--- src/rtl/spi_stream_pkg.sv ---
// Shared types and constants for the SPI byte streamer.
//   st_e            : sequencer state encoding
//   *_DEF           : default IO / vector addresses and SPCR init value
//   SPE, MSTR       : SPCR bit positions used to build the init value
package spi_stream_pkg;

   typedef enum logic [2:0] {
      IDLE,
      CFG,
      READY,
      LOAD,
      WAIT_IRQ,
      ACK,
      RD
   } st_e;

   localparam int SPE  = 6;
   localparam int MSTR = 4;

   localparam logic [5:0] SPCR_ADDR_DEF = 6'h2C;
   localparam logic [5:0] SPDR_ADDR_DEF = 6'h2E;
   localparam logic [5:0] IRQ_ADDR_DEF  = 6'h11;
   localparam logic [7:0] SPCR_INIT_DEF = 8'((1 << SPE) | (1 << MSTR));

endpackage

--- src/rtl/spi_stream_fifo.sv ---
// Synchronous FIFO used for the TX and RX byte queues.
//   clk, rst        : clock, synchronous active-high flush
//   i_push, i_din   : write strobe and data (ignored while full)
//   i_pop           : read strobe (ignored while empty)
//   o_dout          : head entry, valid while !o_empty
//   o_full, o_empty : occupancy flags
module spi_stream_fifo #(
   parameter int WIDTH = 8,
   parameter int DEPTH = 4
) (
   input  logic             clk,
   input  logic             rst,
   input  logic             i_push,
   input  logic [WIDTH-1:0] i_din,
   input  logic             i_pop,
   output logic [WIDTH-1:0] o_dout,
   output logic             o_full,
   output logic             o_empty
);

   localparam int AW = $clog2(DEPTH);

   // Pointers carry one extra MSB so full and empty are distinguishable.
   logic [AW:0]      r_wr_ptr;
   logic [AW:0]      r_rd_ptr;
   logic [WIDTH-1:0] r_mem [DEPTH];

   logic w_push;
   logic w_pop;

   assign o_empty = (r_wr_ptr == r_rd_ptr);
   assign o_full  = (r_wr_ptr[AW] != r_rd_ptr[AW]) &&
                    (r_wr_ptr[AW-1:0] == r_rd_ptr[AW-1:0]);
   assign w_push  = i_push & ~o_full;
   assign w_pop   = i_pop & ~o_empty;
   assign o_dout  = r_mem[r_rd_ptr[AW-1:0]];

   always_ff @(posedge clk) begin
      if (rst) begin
         r_wr_ptr <= '0;
         r_rd_ptr <= '0;
      end else begin
         if (w_push) r_wr_ptr <= r_wr_ptr + (AW+1)'(1);
         if (w_pop)  r_rd_ptr <= r_rd_ptr + (AW+1)'(1);
      end
   end

   always_ff @(posedge clk) begin
      if (w_push) r_mem[r_wr_ptr[AW-1:0]] <= i_din;
   end

endmodule

--- src/rtl/spi_byte_streamer.sv ---
// Bus-master sequencer driving the SPI_0 IO register interface from a byte
// stream: configures SPCR on an en rise, then per byte writes SPDR, waits for
// SpiIRQ, acknowledges it and reads SPDR back into the RX stream.
//   cp2, ireset                : clock, synchronous active-high reset
//   en                         : level enable (rise triggers SPCR write)
//   tx_data/tx_valid/tx_ready  : input byte stream
//   rx_data/rx_valid/rx_ready  : received byte stream
//   io_addr/iowe/iore/io_wdata : SPI IO register bus, io_rdata read data
//   spi_irq/irqack/irqack_addr : SPI interrupt and acknowledge
//   busy, err, byte_count      : status
//
// state    | meaning
// ---------+-----------------------------------------------------------
// IDLE     | disabled, waiting for an en rise
// CFG      | one-cycle SPCR write
// READY    | configured; starts a byte when TX has data and RX has room
// LOAD     | one-cycle SPDR write of the popped byte
// WAIT_IRQ | shift in progress, timeout counter running
// ACK      | two-cycle irqack pulse
// RD       | one-cycle SPDR read, result pushed to RX
module spi_byte_streamer
   import spi_stream_pkg::*;
#(
   parameter logic [5:0] SPCR_ADDR  = SPCR_ADDR_DEF,
   parameter logic [5:0] SPDR_ADDR  = SPDR_ADDR_DEF,
   parameter logic [5:0] IRQ_ADDR   = IRQ_ADDR_DEF,
   parameter logic [7:0] SPCR_INIT  = SPCR_INIT_DEF,
   parameter int         FIFO_DEPTH = 4,
   parameter int         TIMEOUT    = 1024
) (
   input  logic        cp2,
   input  logic        ireset,
   input  logic        en,
   input  logic [7:0]  tx_data,
   input  logic        tx_valid,
   output logic        tx_ready,
   output logic [7:0]  rx_data,
   output logic        rx_valid,
   input  logic        rx_ready,
   output logic [5:0]  io_addr,
   output logic        iowe,
   output logic        iore,
   output logic [7:0]  io_wdata,
   input  logic [7:0]  io_rdata,
   input  logic        spi_irq,
   output logic        irqack,
   output logic [5:0]  irqack_addr,
   output logic        busy,
   output logic        err,
   output logic [15:0] byte_count
);

   localparam int             TW       = $clog2(TIMEOUT);
   localparam logic [TW-1:0]  TMO_LAST = TW'(TIMEOUT - 1);

   st_e            r_state;
   logic           r_en_q;
   logic [TW-1:0]  r_tmo;
   logic           r_ack_second;
   logic [7:0]     r_tx_byte;
   logic           r_err;
   logic [15:0]    r_byte_count;

   st_e            w_next;
   logic           w_tx_pop;
   logic           w_rx_push;
   logic [7:0]     w_tx_dout;
   logic           w_tx_full;
   logic           w_tx_empty;
   logic           w_rx_full;
   logic           w_rx_empty;
   logic           w_en_rise;
   logic           w_tmo_done;

   assign w_en_rise  = en & ~r_en_q;
   assign w_tmo_done = (r_tmo == TMO_LAST);

   // Held low while ireset is asserted so nothing is accepted into a FIFO
   // that is being flushed on the same edge.
   assign tx_ready   = ~w_tx_full & ~ireset;
   assign rx_valid   = ~w_rx_empty;
   assign busy       = (r_state != IDLE) && (r_state != READY);
   assign err        = r_err;
   assign byte_count = r_byte_count;

   spi_stream_fifo #(.WIDTH(8), .DEPTH(FIFO_DEPTH)) u_tx_fifo (
      .clk     (cp2),
      .rst     (ireset),
      .i_push  (tx_valid & tx_ready),
      .i_din   (tx_data),
      .i_pop   (w_tx_pop),
      .o_dout  (w_tx_dout),
      .o_full  (w_tx_full),
      .o_empty (w_tx_empty)
   );

   spi_stream_fifo #(.WIDTH(8), .DEPTH(FIFO_DEPTH)) u_rx_fifo (
      .clk     (cp2),
      .rst     (ireset),
      .i_push  (w_rx_push),
      .i_din   (io_rdata),
      .i_pop   (rx_valid & rx_ready),
      .o_dout  (rx_data),
      .o_full  (w_rx_full),
      .o_empty (w_rx_empty)
   );

   always_comb begin
      w_next      = r_state;
      w_tx_pop    = 1'b0;
      w_rx_push   = 1'b0;
      iowe        = 1'b0;
      iore        = 1'b0;
      irqack      = 1'b0;
      io_addr     = '0;
      io_wdata    = '0;
      irqack_addr = '0;
      case (r_state)
         IDLE: begin
            if (w_en_rise) w_next = CFG;
         end
         CFG: begin
            iowe     = 1'b1;
            io_addr  = SPCR_ADDR;
            io_wdata = SPCR_INIT;
            w_next   = READY;
         end
         READY: begin
            // Requiring an RX slot before starting means RD can never overrun.
            if (!en) begin
               w_next = IDLE;
            end else if (!w_tx_empty && !w_rx_full) begin
               w_tx_pop = 1'b1;
               w_next   = LOAD;
            end
         end
         LOAD: begin
            iowe     = 1'b1;
            io_addr  = SPDR_ADDR;
            io_wdata = r_tx_byte;
            w_next   = WAIT_IRQ;
         end
         WAIT_IRQ: begin
            if (spi_irq)         w_next = ACK;
            else if (w_tmo_done) w_next = IDLE;
         end
         ACK: begin
            irqack      = 1'b1;
            irqack_addr = IRQ_ADDR;
            if (r_ack_second) w_next = RD;
         end
         RD: begin
            iore      = 1'b1;
            io_addr   = SPDR_ADDR;
            w_rx_push = 1'b1;
            w_next    = READY;
         end
         default: w_next = IDLE;
      endcase
   end

   always_ff @(posedge cp2) begin
      if (ireset) begin
         r_state      <= IDLE;
         r_en_q       <= 1'b0;
         r_tmo        <= '0;
         r_ack_second <= 1'b0;
         r_tx_byte    <= '0;
         r_err        <= 1'b0;
         r_byte_count <= '0;
      end else begin
         r_state      <= w_next;
         r_en_q       <= en;
         r_ack_second <= (r_state == ACK) && !r_ack_second;
         if (w_tx_pop) r_tx_byte <= w_tx_dout;
         if (r_state == LOAD)          r_tmo <= '0;
         else if (r_state == WAIT_IRQ) r_tmo <= r_tmo + TW'(1);
         if ((r_state == WAIT_IRQ) && !spi_irq && w_tmo_done) r_err <= 1'b1;
         if (w_rx_push) r_byte_count <= r_byte_count + 16'd1;
      end
   end

endmodule

--- config.mk ---
export PLATFORM = sky130hd
export DESIGN_NAME = spi_byte_streamer
export DESIGN_NICKNAME = d
export VERILOG_FILES = /design/src/rtl/spi_stream_pkg.sv /design/src/rtl/spi_stream_fifo.sv /design/src/rtl/spi_byte_streamer.sv
export SDC_FILE = /design/constraint.sdc
export NUM_CORES = 1
export LEC_CHECK = 0
export ABC_CLOCK_PERIOD_IN_PS = 4300
export CORE_ASPECT_RATIO = 1.5
export CORE_MARGIN = 5
export CORE_UTILIZATION = 50
export DETAILED_ROUTE_END_ITERATION = 6
export GPL_ROUTABILITY_DRIVEN = 0
export PLACE_DENSITY = 0.74
export RECOVER_POWER = 25
export SETUP_SLACK_MARGIN = 0.15
export SYNTH_ARGS = -nofsm -noshare
export SYNTH_HDL_FRONTEND = slang
export SYNTH_SLANG_ARGS = --single-unit
--- constraint.sdc ---
create_clock -name cp2 -period 4.3 [get_ports cp2]
set_input_delay 0.645 -clock cp2 [delete_from_list [all_inputs] [get_ports cp2]]
set_output_delay 0.645 -clock cp2 [all_outputs]
set_load 0.005 [all_outputs]
* Yosys cells after proc, flatten, opt, wreduce, memory -nomap -nowiden
Memory sizes are Yosys's and may differ from the RTL's. A register that Yosys moved wholly into a read port is not among the register bits.
Cells that the tools add are included.
** Word-level totals
- Bits of input ports :: 22
- Output and inout port bits :: 51
- Memory bits (writable) :: 64
- Register bits :: 44
- Memories :: 2
- Logic and storage cells :: 90
- Memory bits (read-only) :: 0
- Latch bits :: 0
** Operators by class
- Bitwise logic cells :: 14
- Div/mod/pow operators :: 0
- Eq/ne operators :: 18
- Reductions and logical operators :: 18
- $lt $le $gt $ge :: 0
- $mul :: 0
- Shifts and indexed selects :: 0
- Muxes and demuxes :: 22
- $add $sub $neg :: 6
** Memory list
- u_rx_fifo.r_mem :: words 4, width 8, read ports 1, clocked after Yosys merged registers in 1, write ports 1, line spi_stream_fifo.sv:26 : logic [WIDTH-1:0] r_mem [DEPTH];
- u_tx_fifo.r_mem :: words 4, width 8, read ports 1, clocked after Yosys merged registers in 1, write ports 1, line spi_stream_fifo.sv:26
** Operators by type and width (count)
- 3-bit 2-to-1 mux :: 6
- 3-bit case mux with 6 select lines :: 1
- 16-bit by 1-bit adder with 16-bit output (second input constant) :: 1
- 8-bit case mux with 2 select lines :: 1
- 3-bit by 1-bit adder with 3-bit output (second input constant) :: 4
- 6-bit case mux with 2 select lines :: 1
- 10-bit by 1-bit adder with 10-bit output (second input constant) :: 1
- 10-bit equality test (second input constant) :: 1
- 1-bit 2-to-1 mux :: 10
- 3-bit equality test (second input constant) :: 3
- 1-bit bitwise AND :: 8
- 2-bit OR reduction :: 4
- 1-bit logical AND :: 7
- 3-bit by 2-bit equality test with 1-bit output (second input constant) :: 2
- 3-bit equality test :: 2
- 3-bit != test (second input constant) :: 2
- 1-bit NOT :: 6
- 5-bit 2-to-1 mux :: 1
- 2-bit equality test :: 2
- 1-bit zero test :: 4
- 2-bit 2-to-1 mux :: 2
- 2-bit != test (second input constant) :: 2
- 4-bit AND reduction :: 1
- 3-bit by 1-bit equality test with 1-bit output (second input constant) :: 1
- 4 further kinds :: 5

* Depth between registers and ports, before layout
- Word-level depth :: 8
- Mapped depth :: 6
- Depth with buffers taken out :: 5

* By module
Synthesis repeated with hierarchy kept, for this count alone.
** Unflattened totals
- Cell total of the unflattened synthesis :: 452
- Area total of the unflattened synthesis :: 5441.5 um2
** Modules (own cells, without submodules)
- spi_stream_fifo :: instances 2, cells an instance 110, area an instance 1731.7 um2, sequential area each 1121.1 um2
- spi_byte_streamer :: instances 1, cells an instance 232, area an instance 1978.1 um2, sequential area each 800.8 um2

* Worst setup path before layout
No wires, ideal clock.
- Path type :: register to output
- From :: reg (tool-made name)
- To :: out rx_data[0]
- Data required time :: 3655 ps
- Data arrival time :: 1280 ps
- Stages on the path, launching flop included :: 3
- Setup slack :: 2375 ps
- Path buffers :: 1
- Cell sequence :: dfxtp_1 > clkbuf_1 > mux4_2
** RTL lines
- to (decl) :: line spi_byte_streamer.sv:37 : output logic [7:0] rx_data,

* Final worst setup path
- From :: reg r_state[0]
- To :: out io_addr[1]
** Between the ends
- Longest elaborated chain between the ends :: 3
- Elaborated cells on any way between the ends :: 5
- Those cells by class :: eq/ne: 3; mux: 1; reduce/logical: 1
** RTL lines
- from (decl) :: line spi_byte_streamer.sv:56 : st_e r_state;
- from (signal assigned) :: line spi_byte_streamer.sv:172 : r_state <= w_next;
- 3-bit by 2-bit equality test with 1-bit output or 3-bit equality test (tied branches) :: line spi_byte_streamer.sv:118 : case (r_state)
- 2-bit OR reduction (no source line)
- 6-bit case mux with 2 select lines * :: line spi_byte_streamer.sv:118
- to (decl) :: line spi_byte_streamer.sv:40 : output logic [5:0] io_addr,
Every way passes the cells marked *; elsewhere a longest branch is shown, timed or not.

==> results.cfg <==
[route]
wl_per_cell_um = 17.0
ant_nets = 0
vias = 3481
wl_mm = 10.4
dr.pass1.iters = 5
drtIter0Drc = 163
avgViaCountPerCell = 5.67
remaining_drc_errors = 0

[power]
cellPowerDensity_nw_per_um2 = 433
worst_ir_drop_vdd_v = 0.000320
leakage_uw = 0.00230

[worst_setup_path]
crit_slowest_cell = dfxtp_1
start_kind = register
cp.required_ps = 3650
cp_common_cell = nand2_1
crit_type = register to primary output
worstPathCellList = nand2b_1, inv_1, nand2_1, nand2_1, clkdlybuf4s50_1
crit_path_max_fanout = 21
max_stage_delay_ps = 680
critical_path_arrival_ps = 2340
crit_buf_inv = 2
cp-end-kind = primary output
cp_top_family = buffers and inverters

[synth]
synth_edf_count = 64
synthFlopType = edfxtp_1
synth_cell_types = 49
synth_cells = 421
synth_top_cell_by_area = edfxtp_1
async_reset_ff_frac = 0
yosysSeqAreaShare = 0.582
syn_area_per_cell_um2 = 12.3
synthTopCellsByArea = edfxtp_1, dfxtp_1, mux4_2, xnor2_1, ha_1
synth_top_area_frac = 0.372
ys_warn_count = 0
ys_ff_latch = 118
netlist_area_um2 = 5160

[finish]
layout-drive-gt1-share = 0.111
layout_common_cells = edfxtp_1, dfxtp_1, clkdlybuf4s50_1
fin_area_um2 = 6470
fillers = 771
register_area_um2 = 3000
multi_input_area_um2 = 1970
area_growth_syn_to_layout_pct = 25.3
antennaDiodeCount = 0
nets = 518
final_core_util = 0.638
final_common_cell = edfxtp_1

[timing]
period_share = 0.694
rsz0062_at_grt = no
max_freq_mhz = 335
tightest_slew_ps = 712
slew_headroom = 0.525
finalClockSkew_ps = 6.17
hold_violations = 0
setup_viol = 0
final_max_slew_viol_count = 0
whs_ps = 468
fin_crit_ps = 2980
totalNegativeSetupSlack_ps = 0

[die]
chipHeight_um = 134
core_area_um2 = 10100
die_w_um = 93.0
dieArea_um2 = 12500
start_util = 0.510
rows = 45
ios = 73

[hold_path]
hold_path.class = register to register

[clocking]
cts_hold_buf = 0
htreeDepth = 4
cts_buffers = 17
cts_resized = 0
cts_root_buf = clkbuf_16
clockBufferDepth = 2
path_clk_slew_ps = 50
post_cts_buffers = 0
cts_tree = done
cts.sinks = 118
clk_latency_ps = 410

[grt]
busiest_layer = met2
overflow = 0
grt_max_degree = 45
use_met1 = 0.193
grtUsageMet2 = 0.315
antenna_found_initial = 0
global_route.usage.total = 0.179
use_met3 = 0.0546
first_global_vias = 3570
grt_pass1_wl_mm = 17.2

[placement]
hpwl_mm = 7.03
place_area_um2 = 5860
io_buffers = 66

[status]
run_status = completed

[run]
drv_cap = 0
==> state kept, by name, indices dropped and copies added (netlist names), named ones only <==
| register | flops |
|---|---|
| u_rx_fifo.r_mem | 32 |
| u_tx_fifo.r_mem | 32 |
| byte_count | 16 |
| r_tmo | 10 |
| r_tx_byte | 8 |
| r_state | 3 |
| u_rx_fifo.r_rd_ptr | 3 |
| u_rx_fifo.r_wr_ptr | 3 |
| u_tx_fifo.r_rd_ptr | 3 |
| u_tx_fifo.r_wr_ptr | 3 |
| err | 1 |
| r_ack_second | 1 |
| r_en_q | 1 |
==> routing by layer <==
metal | vias up | wire length, um
li1 | 1677 | -
met1 | 1685 | 4090
met2 | 99 | 5550
met3 | 20 | 552
met4 | 0 | 225
met5 | - | 0
==> worst min-delay path, delay by kind of cell, from the launching register on <==
| family | cells | cell delay [ps] |
|---|---|---|
| AO/OA/AOI/OAI | 2 | 120 |
| flip-flops | 1 | 300 |
==> cell type report <==
class | instances | share of cell area
well taps | 117 | 0.0226
repair buffers | 69 | 0.106
flip-flops and latches | 118 | 0.464
clock inverters | 12 | 0.0273
inverters | 15 | 0.00870
multi-input cells | 263 | 0.304
clock buffers | 20 | 0.0675
==> Yosys cell counts (10+ instances only) <==
| cell | instances |
|---|---|
| xor2_1 | 15 |
| buf_4 | 10 |
| edfxtp_1 | 64 |
| nand4_1 | 17 |
| nor2_1 | 34 |
| clkbuf_1 | 14 |
| mux4_2 | 16 |
| nand2_1 | 19 |
| inv_1 | 15 |
| ha_1 | 12 |
| xnor2_1 | 19 |
| dfxtp_1 | 54 |
| and3_1 | 13 |
| a21oi_1 | 25 |
| o31ai_1 | 14 |
==> final timing paths <==
check	start	to	slack (ps)	depth (start not counted)
max reg2reg	r_state[1]	u_rx_fifo.r_mem[1][2]	1830	3
min	r_tx_byte[3]	r_tx_byte[3]	470	2
max	r_state[0]	io_addr[1]	1320	5
min reg2reg	r_tx_byte[3]	r_tx_byte[3]	470	2
==> through the flow <==
| step | power (uW) | setup WS, ps | cells |
|---|---|---|---|
| 2_1_floorplan | 1310 | 2370 | 426 |
| 3_3_place_gp | 1360 | 1640 | 582 |
| 3_5_place_dp | 1370 | 1650 | 582 |
| 4_1_cts | 2830 | 1300 | 614 |
| 5_1_grt | 2900 | 1110 | 614 |
| 6_report | 2800 | 1320 | 614 |
==> cell families (layout without fill, tap and decap cells) <==
| logic type | after synthesis | in the layout | share of synthesized area |
|---|---|---|---|
| AOI/OAI and AO/OA | 57 | 57 | 0.0686 |
| xor gates and xnor gates | 34 | 34 | 0.0577 |
| adders and majority gates | 12 | 12 | 0.0291 |
| buffers and inverters | 45 | 116 | 0.0412 |
| DFF | 118 | 118 | 0.582 |
| muxes | 19 | 19 | 0.0756 |
| other | 1 | 6 | 0.000726 |
| and+or+nand+nor | 135 | 135 | 0.146 |
==> power breakdown <==
| part | switching (uW) | internal, uW |
|---|---|---|
| Combinational | 67.5 | 54.1 |
| Sequential | 16.5 | 1200 |
| Clock | 489 | 969 |
| Total | 573 | 2230 |
No activity file was read; power rests on OpenSTA's default activity.
